<file path="src/rtl/ssd_scan_ctrl.sv">
// Purpose  : 8-digit seven-segment scan scheduler; snapshots hex or BCD source per frame and multiplexes digits.
// Latency  : an/cc/digit registered together; outputs track the digit update with 0 extra cycles.
// Backpr.  : none; source switches only at frame end, with one blank guard slot between sources.
// Ports    : clk/rst (async active-low); hex_val/bcd_val 32b values with their enables; sel picks the source;
//            blank_lz enables leading-zero blanking; an/cc active-low pins; digit/src status; frame_done pulse.
module ssd_scan_ctrl #(
    parameter int CLK_DIV = 100000
) (
    input  logic        ssd_scan_ctrl_clk,
    input  logic        ssd_scan_ctrl_rst,
    input  logic [31:0] ssd_scan_ctrl_hex_val,
    input  logic [31:0] ssd_scan_ctrl_bcd_val,
    input  logic        ssd_scan_ctrl_hex_en,
    input  logic        ssd_scan_ctrl_bcd_en,
    input  logic        ssd_scan_ctrl_sel,
    input  logic        ssd_scan_ctrl_blank_lz,
    output logic [7:0]  ssd_scan_ctrl_an,
    output logic [6:0]  ssd_scan_ctrl_cc,
    output logic [2:0]  ssd_scan_ctrl_digit,
    output logic        ssd_scan_ctrl_src,
    output logic        ssd_scan_ctrl_frame_done
);

    localparam int            CW      = (CLK_DIV > 0) ? $clog2(CLK_DIV + 1) : 1;
    localparam logic [CW-1:0] DIV_MAX = CW'(CLK_DIV);

    typedef enum logic [1:0] {ST_BLANK, ST_SCAN, ST_GUARD} state_t;

    state_t        state_q, state_d;
    logic [CW-1:0] cnt_q, cnt_d;
    logic [2:0]    digit_q, digit_d;
    logic          src_q, src_d;
    logic [31:0]   snap_q, snap_d;
    logic          frame_en_q, frame_en_d;
    logic [7:0]    an_q, an_d;
    logic [6:0]    cc_q, cc_d;
    logic          frame_done_q, frame_done_d;

    logic          tick;
    logic          load;
    logic [3:0]    nib;
    logic [31:0]   upper;
    logic          lz_blank;
    logic          lit;
    logic [6:0]    glyph;

    // Active-low segments, bit0 = a ... bit6 = g.
    function automatic logic [6:0] hex_glyph(input logic [3:0] n);
        case (n)
            4'h0: hex_glyph = 7'h40;
            4'h1: hex_glyph = 7'h79;
            4'h2: hex_glyph = 7'h24;
            4'h3: hex_glyph = 7'h30;
            4'h4: hex_glyph = 7'h19;
            4'h5: hex_glyph = 7'h12;
            4'h6: hex_glyph = 7'h02;
            4'h7: hex_glyph = 7'h78;
            4'h8: hex_glyph = 7'h00;
            4'h9: hex_glyph = 7'h10;
            4'hA: hex_glyph = 7'h08;
            4'hB: hex_glyph = 7'h03;
            4'hC: hex_glyph = 7'h46;
            4'hD: hex_glyph = 7'h21;
            4'hE: hex_glyph = 7'h06;
            default: hex_glyph = 7'h0E;
        endcase
    endfunction

    always_comb begin
        state_d      = state_q;
        digit_d      = digit_q;
        src_d        = src_q;
        snap_d       = snap_q;
        frame_en_d   = frame_en_q;
        frame_done_d = 1'b0;
        load         = 1'b0;

        tick  = (cnt_q == DIV_MAX);
        cnt_d = tick ? '0 : cnt_q + CW'(1);

        case (state_q)
            ST_BLANK: begin
                if (tick) begin
                    state_d = ST_SCAN;
                    digit_d = 3'd0;
                    load    = 1'b1;
                end
            end
            ST_SCAN: begin
                if (tick) begin
                    if (digit_q != 3'd7) begin
                        digit_d = digit_q + 3'd1;
                    end else begin
                        frame_done_d = 1'b1;
                        digit_d      = 3'd0;
                        // Same source: start the next frame directly; otherwise insert a blank slot.
                        if (ssd_scan_ctrl_sel == src_q) begin
                            load = 1'b1;
                        end else begin
                            state_d = ST_GUARD;
                        end
                    end
                end
            end
            ST_GUARD: begin
                digit_d = 3'd0;
                if (tick) begin
                    state_d = ST_SCAN;
                    load    = 1'b1;
                end
            end
            default: begin
                state_d = ST_BLANK;
                digit_d = 3'd0;
            end
        endcase

        if (load) begin
            src_d      = ssd_scan_ctrl_sel;
            snap_d     = ssd_scan_ctrl_sel ? ssd_scan_ctrl_bcd_val : ssd_scan_ctrl_hex_val;
            frame_en_d = ssd_scan_ctrl_sel ? ssd_scan_ctrl_bcd_en  : ssd_scan_ctrl_hex_en;
        end

        // Outputs are decoded from next-state values so an/cc move on the same edge as digit.
        nib      = snap_d[{digit_d, 2'b00} +: 4];
        upper    = snap_d >> {digit_d, 2'b00};
        lz_blank = ssd_scan_ctrl_blank_lz && (digit_d != 3'd0) && (upper == 32'd0);
        lit      = (state_d == ST_SCAN) && frame_en_d && !lz_blank;

        if (src_d && (nib > 4'd9)) begin
            glyph = 7'h3F;
        end else begin
            glyph = hex_glyph(nib);
        end

        an_d = lit ? ~(8'd1 << digit_d) : 8'hFF;
        cc_d = lit ? glyph : 7'h7F;
    end

    always_ff @(posedge ssd_scan_ctrl_clk or negedge ssd_scan_ctrl_rst) begin
        if (!ssd_scan_ctrl_rst) begin
            state_q      <= ST_BLANK;
            cnt_q        <= '0;
            digit_q      <= 3'd0;
            src_q        <= 1'b0;
            snap_q       <= 32'd0;
            frame_en_q   <= 1'b0;
            an_q         <= 8'hFF;
            cc_q         <= 7'h7F;
            frame_done_q <= 1'b0;
        end else begin
            state_q      <= state_d;
            cnt_q        <= cnt_d;
            digit_q      <= digit_d;
            src_q        <= src_d;
            snap_q       <= snap_d;
            frame_en_q   <= frame_en_d;
            an_q         <= an_d;
            cc_q         <= cc_d;
            frame_done_q <= frame_done_d;
        end
    end

    assign ssd_scan_ctrl_an         = an_q;
    assign ssd_scan_ctrl_cc         = cc_q;
    assign ssd_scan_ctrl_digit      = digit_q;
    assign ssd_scan_ctrl_src        = src_q;
    assign ssd_scan_ctrl_frame_done = frame_done_q;

endmodule

</file>
<file path="config.mk">
export PLATFORM = sky130hd
export DESIGN_NAME = ssd_scan_ctrl
export DESIGN_NICKNAME = d
export VERILOG_FILES = /design/src/rtl/ssd_scan_ctrl.sv
export SDC_FILE = /design/constraint.sdc
export NUM_CORES = 1
export LEC_CHECK = 0
export ABC_AREA = 1
export CAP_MARGIN = 20
export CORE_ASPECT_RATIO = 1.75
export CORE_MARGIN = 3
export CORE_UTILIZATION = 45
export CTS_CLUSTER_SIZE = 28
export DETAILED_ROUTE_END_ITERATION = 12
export PLACE_DENSITY = 0.8
export SETUP_SLACK_MARGIN = 0.15
export SLEW_MARGIN = 20
export SYNTH_ARGS = -nofsm -noshare
export SYNTH_HDL_FRONTEND = slang
export SYNTH_SLANG_ARGS = --single-unit
</file>
<file path="constraint.sdc">
create_clock -name ssd_scan_ctrl_clk -period 4.1 [get_ports ssd_scan_ctrl_clk]
set_input_delay 0.41 -clock ssd_scan_ctrl_clk [delete_from_list [all_inputs] [get_ports ssd_scan_ctrl_clk]]
set_output_delay 0.41 -clock ssd_scan_ctrl_clk [all_outputs]
set_load 0.01 [all_outputs]
</file>
Word-level counts from Yosys, hierarchy flattened
Memory sizes are Yosys's and may differ from the RTL's. Index checks and enable logic that the tools add are counted.

Mux-type cells: 26. Equal/unequal tests: 6. Magnitude comparators: 1. Bitwise operators: 1. Add/subtract/negate cells: 2. Reductions and logical operators: 10. Shift operators: 3.

Operators with widths (number): two-way mux 32 bit (2); logical NOT 32 bit (1); indexed part select 32 x 6 -> 4 bit (1); right shift 32 x 5 -> 32 bit (1); adder 17 x 1 -> 17 bit (second input constant) (1); equality test 17 bit (second input constant) (1); two-way mux 17 bit (1); two-way mux 7 bit (2); two-way mux 1 bit (10); two-way mux 3 bit (3); two-way mux 2 bit (4); two-way mux 8 bit (1); NOT 8 bit (1); << shifter 1 x 3 -> 8 bit (first input constant) (1); one-hot mux 3 bit (2 select lines) (1); logical AND 1 bit (5); equality test 2 x 1 -> 1 bit (second input constant) (2); > comparator 4 bit (second input constant) (1); one-hot mux 2 bit (2 select lines) (1); adder 3 x 1 -> 3 bit (second input constant) (1); != test 3 bit (second input constant) (1); nonzero test 3 bit (1); equality test 2 bit (second input constant) (1); logical NOT 2 bit (1); 4 further kinds (4).

ROM bits: 112. Logic and storage cells: 59. Input bits: 70. Memories kept: 1. Flip-flop bits (word level): 72.

Memory list: (name not given) (depth 16, bits a word 7, read ports 1, clocked after Yosys merged registers in 0, write ports 0, line 49) `case (n)`.

Depth between registers and ports, before layout
Depth in word-level cells: 12. Gate-level depth with buffers: 25.

Worst setup path before layout
Ideal clock, no wire load.

Path kind: reg2reg. Start point: register cnt_q[0]. End point: register an_q[3], in the netlist ssd_scan_ctrl_an[3]. Cell stages (with the launch flop): 24. Path slack: 1.326 ns. Buffers on the path: 3. Data required time: 4.013 ns. Library setup time: 0.087 ns. Data arrival time: 2.687 ns. Cell sequence: dfrtp_1 inv_1 ha_1 nand4_2 nor2_8 nand3_4 nand2_2 buf_6 buf_4 nand2_1 nand3_1 nand3_1 nand2_1 nand2_1 nand2_1 inv_1 ha_1 nand2_1 inv_2 nand2_2 nor2_4 nand2_4 buf_6 nand3_2.

Longest elaborated chain between the ends: 10. Elaborated cells between the ends (all ways): 24.

RTL lines: from (decl) (line 30) `logic [CW-1:0] cnt_q, cnt_d;`; from (signal assigned) (line 153) `cnt_q <= cnt_d;`; equality test 17 bit * (line 78) `tick = (cnt_q == DIV_MAX);`; two-way mux 1 bit (on tied branches) (line 83, 107, 90); one-hot mux 1 bit (2 select lines) (line 81) `case (state_q)`; two-way mux 32 bit (line 118) `if (load) begin`; right shift 32 x 5 -> 32 bit (line 126) `upper = snap_d >> {digit_d, 2'b00};`; logical NOT 32 bit (line 127) `lz_blank = ssd_scan_ctrl_blank_lz && (digit_d != 3'd0) && (upper == 32'd0);`; logical AND 1 bit (line 127); logical NOT 1 bit (line 128) `lit = (state_d == ST_SCAN) && frame_en_d && !lz_blank;`; logical AND 1 bit (line 128); two-way mux 8 bit * (line 136) `an_d = lit ? ~(8'd1 << digit_d) : 8'hFF;`; net an_d[3] (line 35) `logic [7:0] an_q, an_d;`; to (signal assigned) (line 158) `an_q <= an_d;`; to (decl) (line 35).

The timed path passes the listed nets; every way through them passes the cells marked *.

Final worst setup path
Start point: register cnt_q[0]. End point: register an_q[2], in the netlist ssd_scan_ctrl_an[2].

The elaborated chain is that of the path after synthesis.

==> metrics.txt <==
# TYPE chip_impl_metric gauge
chip_impl_info{name="min-delay-path-class",value="in2async"} 1
chip_impl_metric{name="post_cts.resized_instances",unit=""} 0
chip_impl_metric{name="async_flop_share",unit="%"} 100
chip_impl_metric{name="die_w",unit="µm"} 84.8
chip_impl_metric{name="clkSlewWorstSetupHoldPaths",unit="ns"} 0.06
chip_impl_metric{name="timing.fmax",unit="MHz"} 292
chip_impl_metric{name="critPathRequiredTime",unit="ns"} 4.35
chip_impl_metric{name="synth_sequential_area_ratio",unit="%"} 37.3
chip_impl_metric{name="timing.final.crit_period",unit="ns"} 3.43
chip_impl_metric{name="final-max-slew-violation-count",unit=""} 0
chip_impl_metric{name="ctsLongestPathBuffers",unit=""} 2
chip_impl_metric{name="via_count_of_the_first_global_routing_pass",unit=""} 4801
chip_impl_metric{name="fin_worst_skew",unit="ns"} 0.00687
chip_impl_metric{name="detail-route-antenna-nets",unit=""} 0
chip_impl_metric{name="die_area",unit="mm²"} 0.0122
chip_impl_metric{name="final-setup-viol-count",unit=""} 0
chip_impl_metric{name="power_per_cell_area",unit="mW/mm²"} 293
chip_impl_metric{name="groute.usage.overall",unit="%"} 22.4
chip_impl_metric{name="static-leakage-power",unit="nW"} 3.18
chip_impl_metric{name="routed_wirelength",unit="µm"} 13600
chip_impl_metric{name="slew_headroom",unit="%"} 55.8
chip_impl_metric{name="synth-edff-count",unit=""} 0
chip_impl_metric{name="dp.cells",unit=""} 865
chip_impl_metric{name="htreeDepth",unit=""} 3
chip_impl_metric{name="post_route_cells_drive_above_1_share",unit="%"} 12.5
chip_impl_metric{name="max-vdd-ir-drop",unit="µV"} 210
chip_impl_info{name="mostFrequentLayoutCells",value="sky130_fd_sc_hd__nand2_1, sky130_fd_sc_hd__clkdlybuf4s50_1, sky130_fd_sc_hd__inv_1"} 1
chip_impl_metric{name="max_cap_viol_count",unit=""} 0
chip_impl_metric{name="aggregate_global_routing_overflow",unit=""} 0
chip_impl_metric{name="via_per_inst",unit=""} 5.38
chip_impl_metric{name="cts-buffers-inserted",unit=""} 9
chip_impl_info{name="criticalPathCategory",value="reg2reg"} 1
chip_impl_metric{name="drc",unit=""} 0
chip_impl_metric{name="synth_cell_types",unit=""} 38
chip_impl_metric{name="n_antenna_cell",unit=""} 0
chip_impl_metric{name="max_slew.worst_pin.slew",unit="ns"} 0.663
chip_impl_info{name="ys_dominant_reg_cell",value="sky130_fd_sc_hd__dfrtp_1"} 1
chip_impl_metric{name="drt_first_iter_violations",unit=""} 250
chip_impl_metric{name="ys_ff_latch",unit=""} 72
chip_impl_metric{name="num-fill-cells",unit=""} 994
chip_impl_metric{name="synth_fp_nets",unit=""} 744
chip_impl_metric{name="antenna_found_initial",unit=""} 0
chip_impl_metric{name="clk_latency",unit="ns"} 0.34
chip_impl_metric{name="routed_wire_length_per_instance",unit="µm"} 15.4
chip_impl_info{name="worstSetupEndpointType",value="register"} 1
chip_impl_metric{name="port_buffers",unit=""} 89
chip_impl_metric{name="avgSynthCellArea",unit="µm²"} 7.35
chip_impl_metric{name="syn-instance-count",unit=""} 665
chip_impl_info{name="worstSetupStartpointType",value="register"} 1
chip_impl_metric{name="die_y",unit="µm"} 144
chip_impl_metric{name="gp_routability_congestion",unit=""} 0.993
chip_impl_metric{name="post_cts_buffers",unit=""} 0
chip_impl_info{name="outcome",value="finished, final reports clean"} 1
chip_impl_metric{name="ios",unit=""} 90
chip_impl_metric{name="drtPass1Iterations",unit=""} 6
chip_impl_info{name="unrepaired_setup_endpoints_after_global_routing",value="false"} 1
chip_impl_metric{name="post-dp-hpwl",unit="µm"} 10200
chip_impl_metric{name="dp_slack",unit="ns"} 0.744
chip_impl_metric{name="core-area",unit="mm²"} 0.0104
chip_impl_info{name="clock_tree.root_cell",value="sky130_fd_sc_hd__clkbuf_16"} 1
chip_impl_metric{name="detailroute.via_count",unit=""} 4736
chip_impl_info{name="clock_tree_from_tritoncts",value="built"} 1
chip_impl_metric{name="layout-area-overhead-vs-synth",unit="%"} 25.5
chip_impl_metric{name="hold_slack",unit="ns"} 0.112
chip_impl_metric{name="initial_core_util",unit="%"} 46.9
chip_impl_metric{name="grt_max_degree",unit=""} 51
chip_impl_metric{name="cts.hold.buffers_added",unit=""} 0
chip_impl_metric{name="synth.cell_area",unit="mm²"} 0.00489
chip_impl_info{name="layout.cells.most_common",value="sky130_fd_sc_hd__nand2_1"} 1
chip_impl_metric{name="yosys_synthesis_warning_count",unit=""} 0
chip_impl_metric{name="numnets_final",unit=""} 828
chip_impl_metric{name="grt_pass1_wl",unit="µm"} 21700
chip_impl_metric{name="fin_setup_tns",unit="ns"} 0
chip_impl_metric{name="critical_path_maximum_fanout",unit=""} 24
chip_impl_metric{name="final.period_utilization",unit="%"} 83.7
chip_impl_metric{name="critical_path_arrival",unit="ns"} 3.68
chip_impl_metric{name="finalWorstSetupSlack",unit="ns"} 0.670
chip_impl_metric{name="fin_cells",unit=""} 881
chip_impl_metric{name="report.final.hold_viol_count",unit=""} 0
chip_impl_metric{name="cts_num_sinks",unit=""} 72
chip_impl_metric{name="rows",unit=""} 49
## critical path, cell delays in order, from the launching register on
cell and delay [ns]:
sky130_fd_sc_hd__dfrtp_1 0.40, sky130_fd_sc_hd__inv_1 0.11, sky130_fd_sc_hd__ha_1 0.21, sky130_fd_sc_hd__nand4_2 0.18
sky130_fd_sc_hd__nor2_8 0.20, sky130_fd_sc_hd__nand2_4 0.12, sky130_fd_sc_hd__nand2_4 0.08, sky130_fd_sc_hd__nand2_4 0.19
sky130_fd_sc_hd__inv_4 0.29, sky130_fd_sc_hd__nand3_1 0.15, sky130_fd_sc_hd__nand2_1 0.16, sky130_fd_sc_hd__nand2_1 0.07
sky130_fd_sc_hd__nand3_1 0.08, sky130_fd_sc_hd__nand2_1 0.05, sky130_fd_sc_hd__nand2_1 0.18, sky130_fd_sc_hd__inv_1 0.10
sky130_fd_sc_hd__ha_1 0.23, sky130_fd_sc_hd__nand2_1 0.09, sky130_fd_sc_hd__inv_2 0.04, sky130_fd_sc_hd__nand2_2 0.07
sky130_fd_sc_hd__nor2_4 0.04, sky130_fd_sc_hd__nand2_4 0.18, sky130_fd_sc_hd__nand3_1 0.11
## stage by stage
step	total power, mW	instance area [µm²]	utilization [%]
6_report	1.79	6130	58.8
5_1_grt	1.86	6130	58.8
4_1_cts	1.80	6130	58.8
3_5_place_dp	1.02	5830	55.9
3_3_place_gp	1.01	5830	55.9
2_1_floorplan	0.897	4890	-
## where the power goes
part           internal, mW  switching, mW  total (mW)
Sequential            0.737        0.00759       0.744
Combinational         0.122          0.141       0.263
Clock                 0.482          0.305       0.787
## final timing paths
kind,start,to,slack [ns],cells past startpoint
max in group asynchronous,ssd_scan_ctrl_rst,ssd_scan_ctrl_cc[3],3.17,2
hold reg to reg,cnt_q[0],cnt_q[0],0.48,1
min in group ssd_scan_ctrl_clk,cnt_q[0],cnt_q[0],0.48,1
setup reg to reg,cnt_q[0],ssd_scan_ctrl_an[2],0.67,22
hold / removal,ssd_scan_ctrl_rst,snap_q[31],0.11,1
setup / recovery,cnt_q[0],ssd_scan_ctrl_an[2],0.67,22
## flip-flops by register name (all words and copies together), names as in the netlist
register	flops
ssd_scan_ctrl_cc	7
ssd_scan_ctrl_src	1
frame_en_q	1
state_q	2
ssd_scan_ctrl_frame_done	1
cnt_q	17
ssd_scan_ctrl_an	8
snap_q	32
ssd_scan_ctrl_digit	3
## layer usage
layer / track usage (%) / share of wire, % / vias to the layer above
met1: 21.9 / 35 / 2243
met5: 0 / 0 / -
met2: 42.9 / 55 / 172
li1: - / - / 2275
met4: 13.6 / 4.8 / 0
met3: 3.67 / 4.8 / 46
## layout make-up
class | count | area [µm²] | area share (%)
Inverter | 95 | 359 | 5.86
Clock inverter | 4 | 22.5 | 0.367
Multi-Input combinational cell | 474 | 2550 | 41.6
Timing Repair Buffer | 97 | 943 | 15.4
Clock buffer | 12 | 279 | 4.55
Tap cell | 127 | 159 | 2.59
Sequential cell | 72 | 1820 | 29.7
## cell families (layout without fill, tap and decap cells)
group | count (synthesis) | after routing | share of synthesized area (%)
xor gates and xnor gates | 2 | 2 | 0.359
AOI/OAI and AO/OA | 33 | 33 | 3.84
adders and majority gates | 9 | 9 | 2.30
and+or+nand+nor | 406 | 406 | 40.7
buffers and inverters | 119 | 208 | 10.6
muxes | 24 | 24 | 4.92
DFF | 72 | 72 | 37.3
## synthesized netlist by cell type (2+ instances only)
cell                       instances  area, µm²
sky130_fd_sc_hd__inv_1            85        319
sky130_fd_sc_hd__nand2_4           6       67.6
sky130_fd_sc_hd__nand3_2          13        130
sky130_fd_sc_hd__nand3_1          82        410
sky130_fd_sc_hd__nor2_2            5       31.3
sky130_fd_sc_hd__nor2_8            2       40.0
sky130_fd_sc_hd__clkbuf_1          4       15.0
sky130_fd_sc_hd__inv_2             9       33.8
sky130_fd_sc_hd__nand2_1         195        732
sky130_fd_sc_hd__nor2_4            3       33.8
sky130_fd_sc_hd__buf_2            10       50.1
sky130_fd_sc_hd__a31oi_1           2       12.5
sky130_fd_sc_hd__ha_1              9        113
sky130_fd_sc_hd__nor4_1            3       18.8
sky130_fd_sc_hd__nand4_1           5       31.3
sky130_fd_sc_hd__dfrtp_1          57       1430
sky130_fd_sc_hd__nor3_1           10       50.1
sky130_fd_sc_hd__nor2_1           52        195
sky130_fd_sc_hd__nand2_2          10       62.6
sky130_fd_sc_hd__buf_6             5       56.3
sky130_fd_sc_hd__nand3b_1         13       97.6
sky130_fd_sc_hd__o21ai_1           4       20.0
sky130_fd_sc_hd__xor2_1            2       17.5
sky130_fd_sc_hd__and2_1            2       12.5
sky130_fd_sc_hd__a21oi_1           7       35.0
sky130_fd_sc_hd__dfstp_2          15        394
sky130_fd_sc_hd__nand3_4           2       35.0
sky130_fd_sc_hd__o21ai_0          15       75.1
sky130_fd_sc_hd__mux2i_1          24        240
sky130_fd_sc_hd__a211oi_1          2       15.0
sky130_fd_sc_hd__buf_4             5       37.5
Power figures use the tool's default switching activity.
==> patch, RTL diff (same settings) <==
Change the parameter `CLK_DIV` from 100000 to 50000.
--- a/src/rtl/ssd_scan_ctrl.sv
+++ b/src/rtl/ssd_scan_ctrl.sv
@@ -5,5 +5,5 @@
 //            blank_lz enables leading-zero blanking; an/cc active-low pins; digit/src status; frame_done pulse.
 module ssd_scan_ctrl #(
-    parameter int CLK_DIV = 100000
+    parameter int CLK_DIV = 50000
 ) (
     input  logic        ssd_scan_ctrl_clk,
Function: no difference found for any inputs over 10 cycles, from zero or initial values and one cycle with ssd_scan_ctrl_rst low; that may be too few to reach the edited logic, so the function may still have changed.
==> patch against the unedited design <==
  * Final area about the same
  * Fmax hardly changed
  * Sequential share of layout area decreased by 0.43 points
  * Setup slack improved by 0.74 ps
  * Clock power shrank 12%
  * Global-route usage decreased by 1.2 points
  * Synthesized area rose by 1.8%
  * Die area is 1.7% higher
  * Non-clock buffer count fell by 5
  * Wire length shrank 6.9%
  * Largest cell class unchanged
  * Total power fell by 5.9%
  * Sequential cell count fell by 1
  * Core utilization shrank 1.8 points
==> patch: results <==
[run_status]
status = complete, no violations

[logic_synthesis]
synth_nets = 771
syn_inst = 692
synth_flop_cell = dfrtp_1
synth_common_cells = 239 x nand2_1, 83 x nand3_1, 68 x inv_1
seq_area_frac_synth_pct = 36.1
ys_types = 41
netlist_top_cells_area = dfrtp_1 28%, nand2_1 18%, nand3_1 8.4%, dfstp_2 7.9%, inv_1 5.1%
ys_warn_count = 0

[placed_design]
dp.final_hpwl_um = 9570
gp_congestion = 0.889
dpl.cell_count = 892
io_buffer_count = 89

[pwr]
leakagePower_nw = 3.13
switchingPower_mw = 0.432
ir_worst_vdd_mv = 0.230

[setup_path]
slowest_stage = dfrtp_1
r2r_cells = 22
crit_family = simple AND/OR/NAND/NOR gates
cp_max_fo = 21
crit_arrival_ps = 3660
crit_path_max_incr_delay_ps = 390

[grt]
grt_pass1_wl_um = 21100
antenna_found_initial = 0
grt_max_degree = 45
grt_usage_pct = 21.2
grt_pass1_vias = 4532

[clock_network]
cts_buffers = 9
clk_path_buf_depth = 2
path_clk_slew_ps = 60
cts_setup_buffers = 0
h-tree-depth = 3
clock_latency_ps = 330

[cells_and_area]
fin_nets = 852
final_cells = 908
drive_above_1_share_pct = 13.5
regMostFlops = snap_q
diodes = 0

[drt]
vias_per_cell = 5.10
drtIter0Drc = 271
routedWlPerCell_um = 13.9
drt-pass1-iter-count = 6

[worst_hold_path]
hold_path.class = input port to async pin

[timing]
drv_slew = 0
slew_headroom_pct = 48.4
fin_skew_ps = 4.92
[patch: cell count changes in the layout (fill, tap and decap cells not counted), sizes merged, moves of 2 or more]
cell	before	now
inv	97	81
a211oi	2	0
mux2i	24	7
buf	10	4
a31oi	3	1
clkinv	2	5
o21ai	19	14
nand3	97	106
and2	2	8
nor2	62	70
nand4	7	3
nand2	211	257
[patch: final cells by class]
class	count	area (µm²)
Inverter	82	315
Tap cell	130	163
Clock inverter	4	21.3
Fill cell	1010	4620
Clock buffer	12	236
Multi-Input combinational cell	517	2690
Sequential cell	71	1800
Timing Repair Buffer	92	911
[patch: path summary, 6_finish.rpt]
path,from,endpoint,slack (ps)
min in group ssd_scan_ctrl_clk,cnt_q[0],cnt_q[0],460
setup / recovery,cnt_q[0],ssd_scan_ctrl_cc[3],670
setup reg to reg,cnt_q[0],ssd_scan_ctrl_cc[3],670
max in group asynchronous,ssd_scan_ctrl_rst,ssd_scan_ctrl_an[4],3190
hold / removal,ssd_scan_ctrl_rst,snap_q[17],80
hold reg to reg,cnt_q[0],cnt_q[0],460
[patch: kinds of logic (layout without fill, tap and decap cells)]
family                   Yosys count  after routing  synth area share [%]
AO/OA/AOI/OAI                     26             26                  2.77
XOR/XNOR                           3              3                 0.528
adder cells (fa/ha/maj)            9              9                  2.26
buffers and inverters            104            190                  9.76
flip-flops                        71             71                  36.1
multiplexers                       7              7                  1.41
AND/OR/NAND/NOR                  472            472                  47.2
[patch: power by group through the flow]
stage          clock network (mW)  registers (mW)  logic (mW)
2_1_floorplan                   0           0.743       0.147
3_3_place_gp                    0           0.744       0.259
3_5_place_dp                    0           0.744       0.261
4_1_cts                     0.700           0.733       0.262
5_1_grt                     0.734           0.735       0.295
6_report                    0.693           0.733       0.261
[patch: layer usage]
metal / vias to the layer above / wire (µm) / GRT usage, %
li1: 2335 / - / -
met1: 2155 / 4720 / 22.9
met2: 110 / 6970 / 38.9
met3: 35 / 465 / 3.41
met4: 0 / 472 / 9.83
met5: - / 0 / 0
[patch: per-stage QoR]
stage	power, mW	utilization (%)	hold WS (ps)	setup slack, ps	instance area, µm²
floorplan	0.889	-	114	1340	4970
global placement	1.00	54.6	445	540	5880
detailed placement	1.01	54.6	455	504	5880
CTS	1.70	57.0	298	684	6130
global route	1.76	57.0	130	339	6140
finish	1.69	57.0	79.6	671	6140
